File: src/rtl/crc_chk_param_if.sv
// Bus between the USB RX controller (master) and a serial CRC checker (slave).
//
// Handshake: serial_in is consumed only on cycles where shift_en=1 and the
// checker is not holding a result; eop is a one-cycle strobe that closes the
// packet. Once result_valid=1 the result fields stay stable until the master
// pulses result_ack for one cycle; clear aborts the packet or result at any time.
interface crc_chk_param_if #(
   parameter int CNT_W = 14
);
   logic             clear;
   logic             serial_in;
   logic             shift_en;
   logic             eop;
   logic             result_ack;
   logic             pass;
   logic             result_valid;
   logic             crc_ok;
   logic             short_err;
   logic [CNT_W-1:0] bit_cnt;
   logic [1:0]       dbg_state;

   // RX controller side
   modport master (
      output clear, serial_in, shift_en, eop, result_ack,
      input  pass, result_valid, crc_ok, short_err, bit_cnt, dbg_state
   );

   // Checker side
   modport slave (
      input  clear, serial_in, shift_en, eop, result_ack,
      output pass, result_valid, crc_ok, short_err, bit_cnt, dbg_state
   );
endinterface

File: src/rtl/crc_chk_param.sv
// Serial LSB-first CRC checker with bit counting, short-packet detection and
// a held result/ack handshake. One instance per CRC flavour (token CRC5,
// data CRC16). The FSM state is exported on bus.dbg_state for observation.
module crc_chk_param #(
   parameter int               WIDTH    = 16,
   parameter logic [WIDTH-1:0] POLY     = 16'h8005,
   parameter logic [WIDTH-1:0] INIT     = '1,
   parameter logic [WIDTH-1:0] RESIDUE  = 16'h800D,
   parameter int               MIN_BITS = 16,
   parameter int               CNT_W    = 14
) (
   input  logic             clk,
   input  logic             rst,
   crc_chk_param_if.slave   bus
);

   typedef enum logic [1:0] {
      IDLE   = 2'd0,
      ACCUM  = 2'd1,
      RESULT = 2'd2
   } state_t;

   localparam logic [CNT_W-1:0] CNT_MAX = '1;
   localparam logic [CNT_W-1:0] MIN_CNT = CNT_W'(MIN_BITS);

   state_t           state_q;
   logic [WIDTH-1:0] crc_q;
   logic [WIDTH-1:0] crc_d;
   logic [CNT_W-1:0] cnt_q;
   logic [CNT_W-1:0] cnt_d;
   logic             valid_q;
   logic             ok_q;
   logic             short_q;

   logic             shift_acc;
   logic             fb;
   logic             len_ok_d;
   logic             res_match_d;

   // Next-state CRC and count for an accepted bit; eop evaluates these
   // post-shift values so a bit arriving with eop is part of the packet.
   always_comb begin
      shift_acc   = bus.shift_en && (state_q != RESULT);
      fb          = crc_q[WIDTH-1] ^ bus.serial_in;
      crc_d       = crc_q;
      cnt_d       = cnt_q;
      if (shift_acc) begin
         crc_d = {crc_q[WIDTH-2:0], 1'b0} ^ (fb ? POLY : '0);
         if (cnt_q != CNT_MAX) begin
            cnt_d = cnt_q + 1'b1;
         end
      end
      len_ok_d    = (cnt_d >= MIN_CNT);
      res_match_d = (crc_d == RESIDUE);
   end

   // Packet FSM with registered result flags; clear and ack both restore INIT.
   always_ff @(posedge clk) begin
      if (rst || bus.clear) begin
         state_q <= IDLE;
         crc_q   <= INIT;
         cnt_q   <= '0;
         valid_q <= 1'b0;
         ok_q    <= 1'b0;
         short_q <= 1'b0;
      end else begin
         case (state_q)
            IDLE, ACCUM: begin
               crc_q <= crc_d;
               cnt_q <= cnt_d;
               if (bus.eop) begin
                  state_q <= RESULT;
                  valid_q <= 1'b1;
                  ok_q    <= res_match_d && len_ok_d;
                  short_q <= !len_ok_d;
               end else if (shift_acc) begin
                  state_q <= ACCUM;
               end
            end
            RESULT: begin
               // Result held; new bits and eop are dropped until acked.
               if (bus.result_ack) begin
                  state_q <= IDLE;
                  crc_q   <= INIT;
                  cnt_q   <= '0;
                  valid_q <= 1'b0;
                  ok_q    <= 1'b0;
                  short_q <= 1'b0;
               end
            end
            default: begin
               state_q <= IDLE;
               crc_q   <= INIT;
               cnt_q   <= '0;
               valid_q <= 1'b0;
               ok_q    <= 1'b0;
               short_q <= 1'b0;
            end
         endcase
      end
   end

   assign bus.pass         = (crc_q == RESIDUE);
   assign bus.result_valid = valid_q;
   assign bus.crc_ok       = ok_q;
   assign bus.short_err    = short_q;
   assign bus.bit_cnt      = cnt_q;
   assign bus.dbg_state    = state_q;

endmodule

File: src/flat_wrapper.sv
// flat-port wrapper written by rule: the top's interface ports become plain ports
module crc_chk_param_flat 
#(
   parameter int               WIDTH    = 16,
   parameter logic [WIDTH-1:0] POLY     = 16'h8005,
   parameter logic [WIDTH-1:0] INIT     = '1,
   parameter logic [WIDTH-1:0] RESIDUE  = 16'h800D,
   parameter int               MIN_BITS = 16,
   parameter int               CNT_W    = 14
)
  (clk, rst, bus_clear, bus_serial_in, bus_shift_en, bus_eop, bus_result_ack, bus_pass, bus_result_valid, bus_crc_ok, bus_short_err, bus_bit_cnt, bus_dbg_state);
  crc_chk_param_if #(.CNT_W(CNT_W)) bus_i ();
  input  logic clk;
  input  logic rst;
  input wire logic [$bits(bus_i.clear)-1:0] bus_clear;
  input wire logic [$bits(bus_i.serial_in)-1:0] bus_serial_in;
  input wire logic [$bits(bus_i.shift_en)-1:0] bus_shift_en;
  input wire logic [$bits(bus_i.eop)-1:0] bus_eop;
  input wire logic [$bits(bus_i.result_ack)-1:0] bus_result_ack;
  output wire logic [$bits(bus_i.pass)-1:0] bus_pass;
  output wire logic [$bits(bus_i.result_valid)-1:0] bus_result_valid;
  output wire logic [$bits(bus_i.crc_ok)-1:0] bus_crc_ok;
  output wire logic [$bits(bus_i.short_err)-1:0] bus_short_err;
  output wire logic [$bits(bus_i.bit_cnt)-1:0] bus_bit_cnt;
  output wire logic [$bits(bus_i.dbg_state)-1:0] bus_dbg_state;
  assign bus_i.clear = bus_clear;
  assign bus_i.serial_in = bus_serial_in;
  assign bus_i.shift_en = bus_shift_en;
  assign bus_i.eop = bus_eop;
  assign bus_i.result_ack = bus_result_ack;
  assign bus_pass = bus_i.pass;
  assign bus_result_valid = bus_i.result_valid;
  assign bus_crc_ok = bus_i.crc_ok;
  assign bus_short_err = bus_i.short_err;
  assign bus_bit_cnt = bus_i.bit_cnt;
  assign bus_dbg_state = bus_i.dbg_state;
  crc_chk_param #(.WIDTH(WIDTH), .POLY(POLY), .INIT(INIT), .RESIDUE(RESIDUE), .MIN_BITS(MIN_BITS), .CNT_W(CNT_W)) u_core (.clk(clk), .rst(rst), .bus(bus_i));
endmodule
File: config.mk
export PLATFORM = sky130hd
export DESIGN_NAME = crc_chk_param_flat
export DESIGN_NICKNAME = d
export VERILOG_FILES = /design/src/rtl/crc_chk_param_if.sv /design/src/rtl/crc_chk_param.sv /design/src/flat_wrapper.sv
export SDC_FILE = /design/constraint.sdc
export NUM_CORES = 1
export LEC_CHECK = 0
export CAP_MARGIN = 20
export CELL_PAD_IN_SITES_DETAIL_PLACEMENT = 1
export CELL_PAD_IN_SITES_GLOBAL_PLACEMENT = 1
export CORE_AREA = 2 2 97 52
export DETAILED_ROUTE_END_ITERATION = 8
export DIE_AREA = 0 0 99 54
export PLACE_DENSITY = 0.83
export SLEW_MARGIN = 20
export SYNTH_ARGS = -nofsm -noshare
export SYNTH_HDL_FRONTEND = slang
export SYNTH_SLANG_ARGS = --single-unit
File: constraint.sdc
create_clock -name clk -period 2.8 [get_ports clk]
set_clock_uncertainty 0.05 [all_clocks]
set_input_delay 0.84 -clock clk [delete_from_list [all_inputs] [get_ports clk]]
set_output_delay 0.84 -clock clk [all_outputs]
set_load 0.01 [all_outputs]
==> metrics.cfg <==
[cts]
clockRootBuffer=clkbuf_8
cts.sinks=35
clk_pin_slew_worst_paths_ps=70
numCtsBuffers=5
cts_tree=done
postCtsHoldBufs=0
worstSkewPairLatency_ps=300
cts_setup_buffers=0
htree_levels=2
clk_path_buf_depth=2

[global_routing]
grt_overflow_total=0
grt_pass1_wl_um=9090
grt.busiest_layer=met2
gr-usage-met3=0.0481
antenna_found_initial=0
grt.total_usage=0.225
grt_pass1_vias=1738
grt_start_max_net_pins=17
gr-usage-met2=0.338
use_met1=0.323

[critical_path]
cp_top_family=simple AND/OR/NAND/NOR gates
crit_chain=clkdlybuf4s50_1 > nand3_2 > nor3_1 > mux2_1 > nor4_2 > a32o_1
arrival_ps=2880
slowest_delay_ps=590
cp_num_buf_inv=1
critPathSlowestCell=clkdlybuf4s50_1
worstSetupPathType=in -> reg
critPathCaptureType=flop
worstPathRequired_ps=2990
r2r_slack_ps=290
critPathLaunchType=input pin
crit_fanout=5

[synthesis]
yosysTopAreaCellShare=0.397
synth_area_leaders=dfxtp_1 (40%), o22a_1 (6.9%), o21ai_0 (6.2%), a21oi_1 (4.8%), nand3_1 (4.0%)
syn_avg_cell_area_um2=8.53
syn_nets=215
synth_cell_types=48
synthTopCellsByCount=dfxtp_1 (35), o21ai_0 (22), a21oi_1 (17), nand2_1 (17)
async_reset_ff_frac=0
synth_flop_cell=dfxtp_1
ys_ff_latch=35
syn_area_um2=1770
ys.warnings.count=0
synth-seq-area-share=0.397
yosysMostFrequentCell=dfxtp_1
yosysTopAreaCell=dfxtp_1
synthCells=207
synth-edff-count=0

[floorplan]
rows=18
die-area_um2=5350
floorplan.initialDensity=0.383
die_y_um=54
die_x_um=99
coreArea_um2=4620
pin_count=27

[routing]
via_count=1748
drt_iter0_markers=107
drc=0
drt_wl_total_um=5430
drt_pre_antenna_iters=4
via_per_inst=5.75
drtAntennaViolNets=0
routedWlPerCell_um=17.8

[timing]
slew-limit-headroom=0.605
worst_slew_pin_slew_ps=591
fin_ws_ps=109
slew_violations=0
finalSetupTns_ps=0
final_hold_viol_count=0
rsz0062_at_grt=false
setup_viol=0
timing.final.crit_share=0.961
fmax_ghz=0.372
fin_crit_ps=2690

[placed_design]
gp_congestion=0.921
pre_cts_slack_ps=-172
dp_hpwl_um=3980
io_buffer_count=26

[layout]
layout.nets=251
drive_above_1_share=0.131
antenna_cells=0
syn_to_final_growth_pct=26.7

[power_and_ir_drop]
power_density_nw_per_um2=427
seqPwrFrac=0.533
switching_power_w=0.000251
intPower_w=0.000706
swShare=0.262
p_comb_frac=0.084
p_leak_nw=0.809
ir_drop_v=0.000202
p_clk_frac=0.383

[flow_run]
max_cap_viol_count=0

[run_status]
status=completed

[worst_hold_path]
hp-class=reg -> reg

[cell usage in the layout (no fill, tap or decap), drive strengths merged, types with 2 or more instances in the layout]
| cell | n |
|---|---|
| and4 | 2 |
| and3 | 6 |
| xnor2 | 4 |
| clkbuf | 5 |
| clkinv | 3 |
| buf | 11 |
| o21ai | 22 |
| nand2 | 17 |
| mux2i | 3 |
| a21oi | 17 |
| nand2b | 2 |
| nor4b | 2 |
| clkdlybuf4s50 | 25 |
| o21a | 2 |
| dfxtp | 35 |
| nand4 | 4 |
| a211oi | 2 |
| nor4 | 5 |
| and2 | 4 |
| o22a | 14 |
| nand3 | 15 |
| o41ai | 4 |
| nor2 | 14 |
| or2 | 2 |
| nor3 | 8 |
[power by group through the flow]
stage | clock (W) | combinational [W] | sequential [W]
final | 0.000367 | 0.0000803 | 0.000510
after global routing | 0.000392 | 0.0000884 | 0.000511
after CTS | 0.000371 | 0.0000800 | 0.000510
after detailed placement | 0 | 0.0000789 | 0.000521
after global placement | 0 | 0.0000753 | 0.000521
after floorplan | 0 | 0.0000418 | 0.000520
[registers in the layout, summed over array words and instances (netlist names)]
signal                   flops
u_core.crc_q                16
u_core.bus.dbg_state         2
u_core.bus.result_valid      1
u_core.bus.bit_cnt          14
u_core.bus.crc_ok            1
u_core.bus.short_err         1
[worst register-to-register path: cells and delay by family (launching register included)]
kind / cells / cell delay, ps
flip-flops: 1 / 420
AND/OR/NAND/NOR: 4 / 1090
multiplexers: 1 / 370
AO/OA/AOI/OAI: 1 / 220
adder cells (fa/ha/maj): 1 / 280
[cell families after synthesis]
kind of cell	synth area share
and+or+nand+nor	0.273
AOI/OAI and AO/OA	0.253
DFF	0.397
buffers and inverters	0.0220
xor gates and xnor gates	0.0248
muxes	0.0234
adders and majority gates	0.00708
[final timing paths]
check,start,to,depth (start not counted)
hold / removal,u_core.bus.result_valid$_SDFFE_PP0P_,u_core.bus.result_valid$_SDFFE_PP0P_,2
setup / recovery,bus_shift_en,u_core.bus.short_err$_SDFFE_PP0P_,6
hold reg to reg,u_core.bus.result_valid$_SDFFE_PP0P_,u_core.bus.result_valid$_SDFFE_PP0P_,2
setup reg to reg,u_core.bus.bit_cnt[1]$_SDFFE_PP0N_,u_core.bus.short_err$_SDFFE_PP0P_,7
[cell type report]
cell class | instances | area (um2)
clock inverters | 3 | 15.0
well taps | 60 | 75.1
flip-flops and latches | 35 | 701
inverters | 1 | 3.75
clock buffers | 5 | 68.8
repair buffers | 37 | 342
fillers | 549 | 2380
multi-input cells | 163 | 1030
[timing repair]
item                                    in CTS  in global routing
endpoints found under the hold margin        0                  0
endpoints found under the setup margin       1                  0
gates resized for setup                      2                  0
[metal layers]
| metal | vias up | wire, um |
|---|---|---|
| met5 | - | 0 |
| met4 | 0 | 58 |
| met3 | 8 | 210 |
| met2 | 38 | 2230 |
| met1 | 843 | 2920 |
| li1 | 859 | - |
[metrics by stage]
step | utilization | std cells | area [um2] | hold WS (ps) | total power [W]
6_report | 0.485 | 304 | 2240 | 413 | 0.000957
5_1_grt | 0.485 | 304 | 2240 | 456 | 0.000992
4_1_cts | 0.485 | 304 | 2240 | 413 | 0.000961
3_5_place_dp | 0.466 | 296 | 2150 | 393 | 0.000600
3_3_place_gp | 0.466 | 296 | 2150 | 390 | 0.000597
2_1_floorplan | - | 207 | 1770 | 410 | 0.000562
Power figures use the tool's default switching activity.
